==> config.mk <==
export PLATFORM = sky130hd
export DESIGN_NAME = cordic_arbiter
export DESIGN_NICKNAME = d
export VERILOG_FILES = /design/src/rtl/cordic_arbiter.sv
export SDC_FILE = /design/constraint.sdc
export NUM_CORES = 1
export LEC_CHECK = 0
export ABC_AREA = 1
export CORE_MARGIN = 10
export CORE_UTILIZATION = 39
export CTS_BUF_LIST = sky130_fd_sc_hd__clkbuf_8 sky130_fd_sc_hd__clkbuf_16
export CTS_CLUSTER_SIZE = 28
export DETAILED_ROUTE_END_ITERATION = 12
export PLACE_DENSITY = 0.92
export SLEW_MARGIN = 20
export SYNTH_ARGS = -nofsm -noshare
export SYNTH_HDL_FRONTEND = slang
export SYNTH_SLANG_ARGS = --single-unit
==> constraint.sdc <==
create_clock -name i_clk -period 2.4 [get_ports i_clk]
set_input_delay 0.48 -clock i_clk [delete_from_list [all_inputs] [get_ports i_clk]]
set_output_delay 0.48 -clock i_clk [all_outputs]
set_load 0.02 [all_outputs]
==> src/rtl/cordic_arbiter.sv <==
// cordic_arbiter: shares one pipelined cordic rotator among NCH valid/ready requesters, tagging results by channel.
// Build option: define CORDIC_ARB_FIXED_PRIO_EN for fixed priority (lowest index wins); default is round-robin.
module cordic_arbiter #(
  parameter int NCH = 4,
  parameter int IW  = 12,
  parameter int OW  = 12,
  parameter int PW  = 19,
  parameter int LAT = 17,
  parameter int TW  = $clog2(NCH)
) (
  input  logic              i_clk,
  input  logic              i_reset_n,
  input  logic [NCH-1:0]    i_req_valid,
  output logic [NCH-1:0]    o_req_ready,
  input  logic [NCH*IW-1:0] i_req_xval,
  input  logic [NCH*IW-1:0] i_req_yval,
  input  logic [NCH*PW-1:0] i_req_phase,
  output logic              o_cordic_reset,
  output logic              o_cordic_ce,
  output logic [IW-1:0]     o_cordic_xval,
  output logic [IW-1:0]     o_cordic_yval,
  output logic [PW-1:0]     o_cordic_phase,
  output logic              o_cordic_aux,
  input  logic [OW-1:0]     i_cordic_xval,
  input  logic [OW-1:0]     i_cordic_yval,
  input  logic              i_cordic_aux,
  output logic              o_res_valid,
  input  logic              i_res_ready,
  output logic [TW-1:0]     o_res_ch,
  output logic [OW-1:0]     o_res_xval,
  output logic [OW-1:0]     o_res_yval,
  output logic              o_busy,
  output logic              o_err
);
  logic [1:0]     r_sync;
  logic [LAT-1:0] r_pv;
  logic [TW-1:0]  r_pt [LAT];
  logic           r_err;
  logic           w_any;
  logic [TW-1:0]  w_gnt;
  logic [TW-1:0]  w_idx;
`ifndef CORDIC_ARB_FIXED_PRIO_EN
  logic [TW-1:0]  r_rr;
`endif

  // Rotator reset asserts immediately and releases two clocks after i_reset_n rises
  always_ff @(posedge i_clk or negedge i_reset_n)
    if (!i_reset_n) r_sync <= '0;
    else r_sync <= {r_sync[0], 1'b1};

  assign o_cordic_reset = ~r_sync[1];
  assign o_cordic_ce    = ~o_cordic_reset & (~o_res_valid | i_res_ready);

  // Pick the first requesting channel; scanning downward lets the closest one win
  always_comb begin
    w_any = 1'b0;
    w_gnt = '0;
    w_idx = '0;
    for (int i = NCH-1; i >= 0; i--) begin
`ifdef CORDIC_ARB_FIXED_PRIO_EN
      w_idx = TW'(i);
`else
      w_idx = TW'((int'(r_rr) + i) % NCH);
`endif
      if (i_req_valid[w_idx]) begin
        w_any = 1'b1;
        w_gnt = w_idx;
      end
    end
    w_any = w_any & ~o_cordic_reset;
  end

`ifndef CORDIC_ARB_FIXED_PRIO_EN
  // Round-robin pointer moves just past the channel that transferred
  always_ff @(posedge i_clk or negedge i_reset_n)
    if (!i_reset_n) r_rr <= '0;
    else if (w_any && o_cordic_ce) r_rr <= (w_gnt == TW'(NCH-1)) ? '0 : w_gnt + TW'(1);
`endif

  assign o_req_ready    = (w_any && o_cordic_ce) ? NCH'(1) << w_gnt : '0;
  assign o_cordic_aux   = w_any;
  assign o_cordic_xval  = w_any ? i_req_xval[w_gnt*IW +: IW] : '0;
  assign o_cordic_yval  = w_any ? i_req_yval[w_gnt*IW +: IW] : '0;
  assign o_cordic_phase = w_any ? i_req_phase[w_gnt*PW +: PW] : '0;

  // Tag pipe mirrors the rotator depth and advances only with its clock-enable
  always_ff @(posedge i_clk or negedge i_reset_n)
    if (!i_reset_n) begin
      r_pv <= '0;
      for (int i = 0; i < LAT; i++) r_pt[i] <= '0;
    end else if (o_cordic_ce) begin
      r_pv    <= {r_pv[LAT-2:0], o_cordic_aux};
      r_pt[0] <= w_gnt;
      for (int i = 1; i < LAT; i++) r_pt[i] <= r_pt[i-1];
    end

  // Sticky flag when the tag pipe and rotator valid disagree
  always_ff @(posedge i_clk or negedge i_reset_n)
    if (!i_reset_n) r_err <= 1'b0;
    else if (!o_cordic_reset && (r_pv[LAT-1] != i_cordic_aux)) r_err <= 1'b1;

  assign o_res_valid = i_cordic_aux;
  assign o_res_ch    = r_pt[LAT-1];
  assign o_res_xval  = i_cordic_xval;
  assign o_res_yval  = i_cordic_yval;
  assign o_busy      = |r_pv;
  assign o_err       = r_err;
endmodule

==> results of run 1 <==
-- through the flow --
stage | setup WS (ps) | hold WS [ps] | instances | setup TNS, ps | power (uW)
2_1_floorplan | 57.3 | 184 | 775 | 0 | 6150
3_3_place_gp | -1060 | 332 | 1149 | -46940 | 9390
3_5_place_dp | -1080 | 340 | 1149 | -48400 | 9520
4_1_cts | -376 | 187 | 1182 | -16120 | 12600
5_1_grt | -560 | 214 | 1197 | -23640 | 14600
6_report | -460 | 170 | 1197 | -18700 | 13900
-- placed cells by master (no fill, tap or decap), types with 7 or more instances in the layout --
master,count
buf_6,53
clkbuf_16,8
nand3_2,48
nand2_4,8
dfrtp_1,55
buf_4,57
clkdlybuf4s50_1,180
a21oi_2,36
a21oi_1,7
inv_2,10
nand2_1,156
nand3_1,83
nand2_2,13
o21ai_0,45
buf_12,14
nand3b_1,43
inv_1,158
-- worst max-delay path, cell delays in order (launching register included) --
cell,delay (ps)
dfrtp_2,470
buf_6,160
o21ai_2,150
nand2_1,110
nand2_1,90
inv_2,70
nand3_4,130
nand2_4,90
buf_12,150
buf_12,140
nand2_1,110
nand3_4,80
a21oi_2,150
buf_4,150
-- worst min-delay path by stage --
stage                           end  slack, ps  depth (start not counted)
after floorplan               o_err        180                          0
after global placement    r_sync[1]        330                          0
after detailed placement  r_sync[1]        340                          0
after CTS                  r_pv[11]        190                          1
after global routing       r_pv[11]        210                          1
final                      r_pv[10]        170                          1
-- repair_timing --
item                       in CTS  in global routing
setup endpoints to repair      48                 49
pin swaps                      62                 29
resized for setup             404                 65
gates cloned                    7                  3
setup buffers                  18                 11
-- flip-flops by register name, indices dropped and copies added, names as in the netlist --
name,count
o_err,1
r_rr,2
r_pv,17
r_pt,32
o_res_ch,2
r_sync,2
-- routing by layer --
layer / vias to the layer above / global-route usage
li1: 2887 / -
met1: 2884 / 0.274
met2: 428 / 0.401
met3: 141 / 0.0667
met4: 0 / 0.134
met5: - / 0
-- cell usage after synthesis, types with 3 or more instances --
cell        n
dfrtp_1    56
nand3b_1   43
o21ai_0    45
buf_1       4
buf_6       3
inv_1     166
nand2_1   172
nand3_1   134
buf_4      36
o21ai_1     4
nor2_1      7
clkbuf_1   18
nand2_2     4
buf_2      17
ha_1        4
a21oi_1    44
-- final cells by class --
type | instances | area, um^2 | area share
inverters | 169 | 639 | 0.0725
diodes | 2 | 5.00 | 0.000568
flip-flops and latches | 56 | 1400 | 0.159
multi-input cells | 472 | 2940 | 0.333
well taps | 168 | 210 | 0.0238
clock inverters | 2 | 13.8 | 0.00156
clock buffers | 6 | 139 | 0.0158
repair buffers | 322 | 3470 | 0.394
-- where the power goes --
part           switching [uW]  total (uW)  internal, uW  leakage [uW]
Combinational            6410       11900          5440       0.00356
Sequential                145        1320          1180      0.000726
Clock                     325         743           418     0.0000773
Total                    6880       13900          7030       0.00436
-- cells by family (layout without fill, tap and decap cells) --
group | count (synthesis) | count (layout)
xor gates and xnor gates | 1 | 1
and+or+nand+nor | 370 | 370
buffers and inverters | 247 | 499
AOI/OAI and AO/OA | 96 | 96
other | 1 | 3
DFF | 56 | 56
adders and majority gates | 4 | 4
==> run metrics, run 1 <==
Req. time, crit path=1920 ps; Post-route DRC=0; Syn-to-layout area delta=82.3%; Synth Area in Adders=0.0104; maximum vdd drop=0.776 mV; clk_lat worst skew=290 ps; simple-gate share of the synthesized area=0.365; vias in the first global route=6196; FILL cells=764; Critical Path Fanout Max=15; CTS root buf=clkbuf_16; Worst Max-Slew Pin Slew=555 ps; FMAX=350 MHz; die width=131 um; Worst setup EP type=output pin; row cnt=40; main combinational cell family by area after synthesis=simple AND/OR/NAND/NOR gates; crit path launch type=flip-flop; Synth Area in Compound Gates=0.103; asr flop ratio synth=1.00; wire length on met2=11300 um; max_slew headroom=0.630; largest area contributor in the netlist=dfrtp_1; Die ar.=0.0173 mm^2; xor-xnor portion of the synthesized cell area=0.00181; Final Util=0.731; final WL=23900 um; die height=131 um; top cell type's share of synthesized area=0.290; Synth Net Count=983; Post-Syn Instances=775; Post-DRT Antenna Nets=0; cell area after layout=0.00882 mm^2; FF-to-FF setup slack=220 ps; Main synth FF type=dfrtp_1; Mean Syn Cell Area=6.24 um^2; Initial DRC Count=640; CTS tree=done; first-pass GRT wire length=33900 um; IO buf count=234; pin count of the biggest net entering global routing=54; HPWL after DPL=15200 um; Area contributors post-synth=dfrtp_1 29%, nand3_1 14%, nand2_1 13%; PwrDens=1580 mW/mm^2; total CTS buffers=5; Layout Nets=1234; Synth cell types=29; initial antenna violation count=2; failing checks=negative setup slack; Cell Area, Synth=0.00483 mm^2; setup slack after layout=-460 ps; fin crit period=2860 ps; Syn. warnings=0; gr usage total=0.241; worst setup path end=o_cordic_phase[12]; Slew Limit Fails=0; 1st-pass router iterations=8; Via density=5.30; CTS sink count=56; Top Layer Used=met4; area of placed instances=0.00743 mm^2; met1 wire length=8640 um; Initial Utilization=0.401; Final Hold Viols=0; max_cap viols=0; final worst-path cycle share=1.19; outcome=finished, violations left; Clk pin slew, worst setup/hold paths=70 ps; post-synthesis mux area share=0; Final Skew=5.44 ps; Post-synth EDFFs=0; FF-to-FF path depth=15; CTS Hold Bufs=0; critical path type=flip-flop to output pin; clk buf depth=2; RSZ-0062 raised after global routing=yes; reg2reg start=r_rr[0]; Synth Register Bits=56; drt wl/cell=20.0 um; sequential-to-total area share from yosys stat=0.290; Worst Path Arrival=2380 ps; global route overflow=0; Hold Path Class=input port to asynchronous set/reset pin; ratio of cells with drive above 1 in the final layout=0.276; final setup fails=48; core outline area=0.0121 mm^2; RR Endpoint=r_rr[0]; met3 wire length=2210 um; io pins=283; GPL Wtd Cong=0.916; Vias=6340; leakage=0.00436 uW; CTS H-tree depth=2; worst setup path startpoint=r_rr[0]
No activity file was read; power rests on OpenSTA's default activity.
==> inputs of run 2 (changes only) <==
Settings changed: CORE_UTILIZATION 39 to 40, DONT_BUFFER_PORTS set to 1, PLACE_DENSITY 0.92 to 0.63.
==> run 2 against run 1 <==
Against the previous run:
- worst hold slack got worse by 120 ps
- critical path type unchanged
- the flow still finishes with violations (negative setup slack)
- setup slack got worse by 17 ps
- total power fell by 13%
- final cell count fell by 18%
- utilization fell by 19 points
- largest power group unchanged
- register-to-register slack barely moved
- clock power rose by 7.5%
- sequential power barely moved
- clock skew rose by 1.7 ps
- design area fell by 26%
- global-route usage fell by 6.4 points
==> run metrics, run 2 (synthesized netlist as in run 1, its figures left out) <==
Die ar.=0.0169 mm^2; hold slack=47.1 ps; clk buf depth=2; met2 global-route usage=0.300; CP max-delay cell=dfrtp_2; 1st-pass router iterations=5; Final Util=0.546; initial antenna violation count=0; Layout Nets=1035; gr usage total=0.178; io pins=283; Via density=5.26; Pwr Total=12000 uW; Post-DRT Antenna Nets=0; Hold Path Class=input port to asynchronous set/reset pin; die width=130 um; crit-path cells=buf_6 > o21ai_4 > buf_6 > nand2_4 > nor2_4 > nor2_4 > o21ai_4 > buf_6 > clkbuf_16 > nand3_1 > a21oi_2 > buf_6; leakage=0.00346 uW; final WL=18300 um; row cnt=40; CTS tree=done; FMAX=348 MHz; Post-route DRC=0; ratio of cells with drive above 1 in the final layout=0.272; final worst-path cycle share=1.20; Placed Instances=948; first-pass GRT wire length=24500 um; Post-Layout Cell Count=976; RSZ-0062 raised after global routing=yes; Syn-to-layout area delta=34.4%; CTS sink count=56; fin crit period=2880 ps; Req. time, crit path=1920 ps; die height=130 um; CTS root buf=clkbuf_16; critical path type=flip-flop to output pin; CP Buf/Inv Count=5; GPL Wtd Cong=0.915; CTS H-tree depth=2; Worst Path Arrival=2400 ps; Worst setup EP type=output pin; FF-to-FF setup slack=220 ps; Initial DRC Count=377; core outline area=0.0119 mm^2; Critical Path Fanout Max=5; IO buf count=0; max reg flops=32; Crit path max-delay family=buffers and inverters; M3 GR Usage=0.0389; max_slew headroom=0.642; maximum vdd drop=0.754 mV; PwrDens=1850 mW/mm^2; failing checks=negative setup slack; RR Endpoint=r_rr[0]; crit path launch type=flip-flop; setup slack after layout=-477 ps; Clk pin slew, worst setup/hold paths=70 ps; most frequent cells in the layout=165 x inv_1, 165 x nand2_1, 99 x nand3_1; Worst Max-Slew Pin Slew=537 ps; Regs by FF count=r_pt (32), r_pv (17); Initial Utilization=0.406; global route overflow=0; Slew Limit Fails=0; register bank with the most flops=r_pt; Final Skew=7.10 ps; drt wl/cell=18.7 um; Vias=5129; clk_lat worst skew=280 ps; post-route setup TNS=-19690 ps; total CTS buffers=5; critical path's largest stage delay=460 ps; HPWL after DPL=13000 um; outcome=finished, violations left; FF-to-FF path depth=13; GR Layer Usage met1=0.222; max_cap viols=0; Final Hold Viols=0; layer with the highest usage=met2; vias in the first global route=4800; pin count of the biggest net entering global routing=57; most frequent cell on the critical path=buf_6; reg2reg start=r_rr[0]; final setup fails=48
==> run 2: changes by cell type in the layout (fill, tap and decap cells not counted), moves of 5 or more <==
cell,delta
inv_1,+7
nand2_2,-8
clkdlybuf4s50_1,-180
nand3_1,+16
buf_6,-13
inv_2,-8
buf_16,-5
nand3_2,-14
nand2_1,+9
buf_4,+7
a21oi_1,+5
==> run 2: through the flow <==
step	instance area (um^2)	setup slack (ps)
after detailed placement	5480	-130
after global placement	5480	-65.8
after floorplan	4830	57.3
after global routing	6500	-539
after CTS	5790	-368
final	6500	-477
==> run 2: cell type report <==
| cell class | instances | area, um^2 |
|---|---|---|
| clock inverter | 3 | 42.5 |
| multi-input combinational | 472 | 2750 |
| timing repair buffer | 123 | 1350 |
| antenna | 1 | 2.50 |
| tap | 147 | 184 |
| fill | 1104 | 5410 |
| clock buffer | 5 | 125 |
| sequential | 56 | 1400 |
| inverter | 169 | 642 |
==> run 2: repair_timing <==
action | CTS | global route
gates cloned | 0 | 8
pin swaps | 1 | 59
hold endpoints to repair | 56 | 0
gates resized for setup | 28 | 110
hold buffers | 1 | 0
endpoints found under the setup margin | 48 | 48
buffers inserted | 0 | 10
==> run 2: worst reg2reg max path, cell delays in order (launching register included) <==
cell and delay, ps:
dfrtp_2 460, buf_6 160, o21ai_4 150, buf_6 130
nand2_4 40, nor2_4 120, nor2_4 60, o21ai_4 280
buf_6 190, ha_1 160, inv_1 50, buf_4 120
nand3_1 70, o21ai_0 80
==> run 2: report_power, final <==
| part | switching (uW) | internal, uW |
|---|---|---|
| clock | 309 | 490 |
| sequential | 148 | 1180 |
| combinational | 5540 | 4370 |
==> run 2: worst max path at each step <==
stage	from	end	slack (ps)	depth (start not counted)
after global routing	r_rr[0]	o_cordic_xval[2]	-540	12
after floorplan	r_rr[0]	o_req_ready[0]	60	14
final	r_rr[0]	o_cordic_xval[2]	-480	12
after global placement	r_rr[0]	o_cordic_phase[17]	-70	13
after CTS	r_rr[0]	o_cordic_yval[11]	-370	10
after detailed placement	r_rr[0]	o_cordic_yval[11]	-130	12
==> run 2: layer usage <==
metal | wire length [um] | share of wire
met2 | 9070 | 0.50
met5 | 0 | 0
met3 | 1620 | 0.089
met4 | 382 | 0.021
met1 | 7210 | 0.39
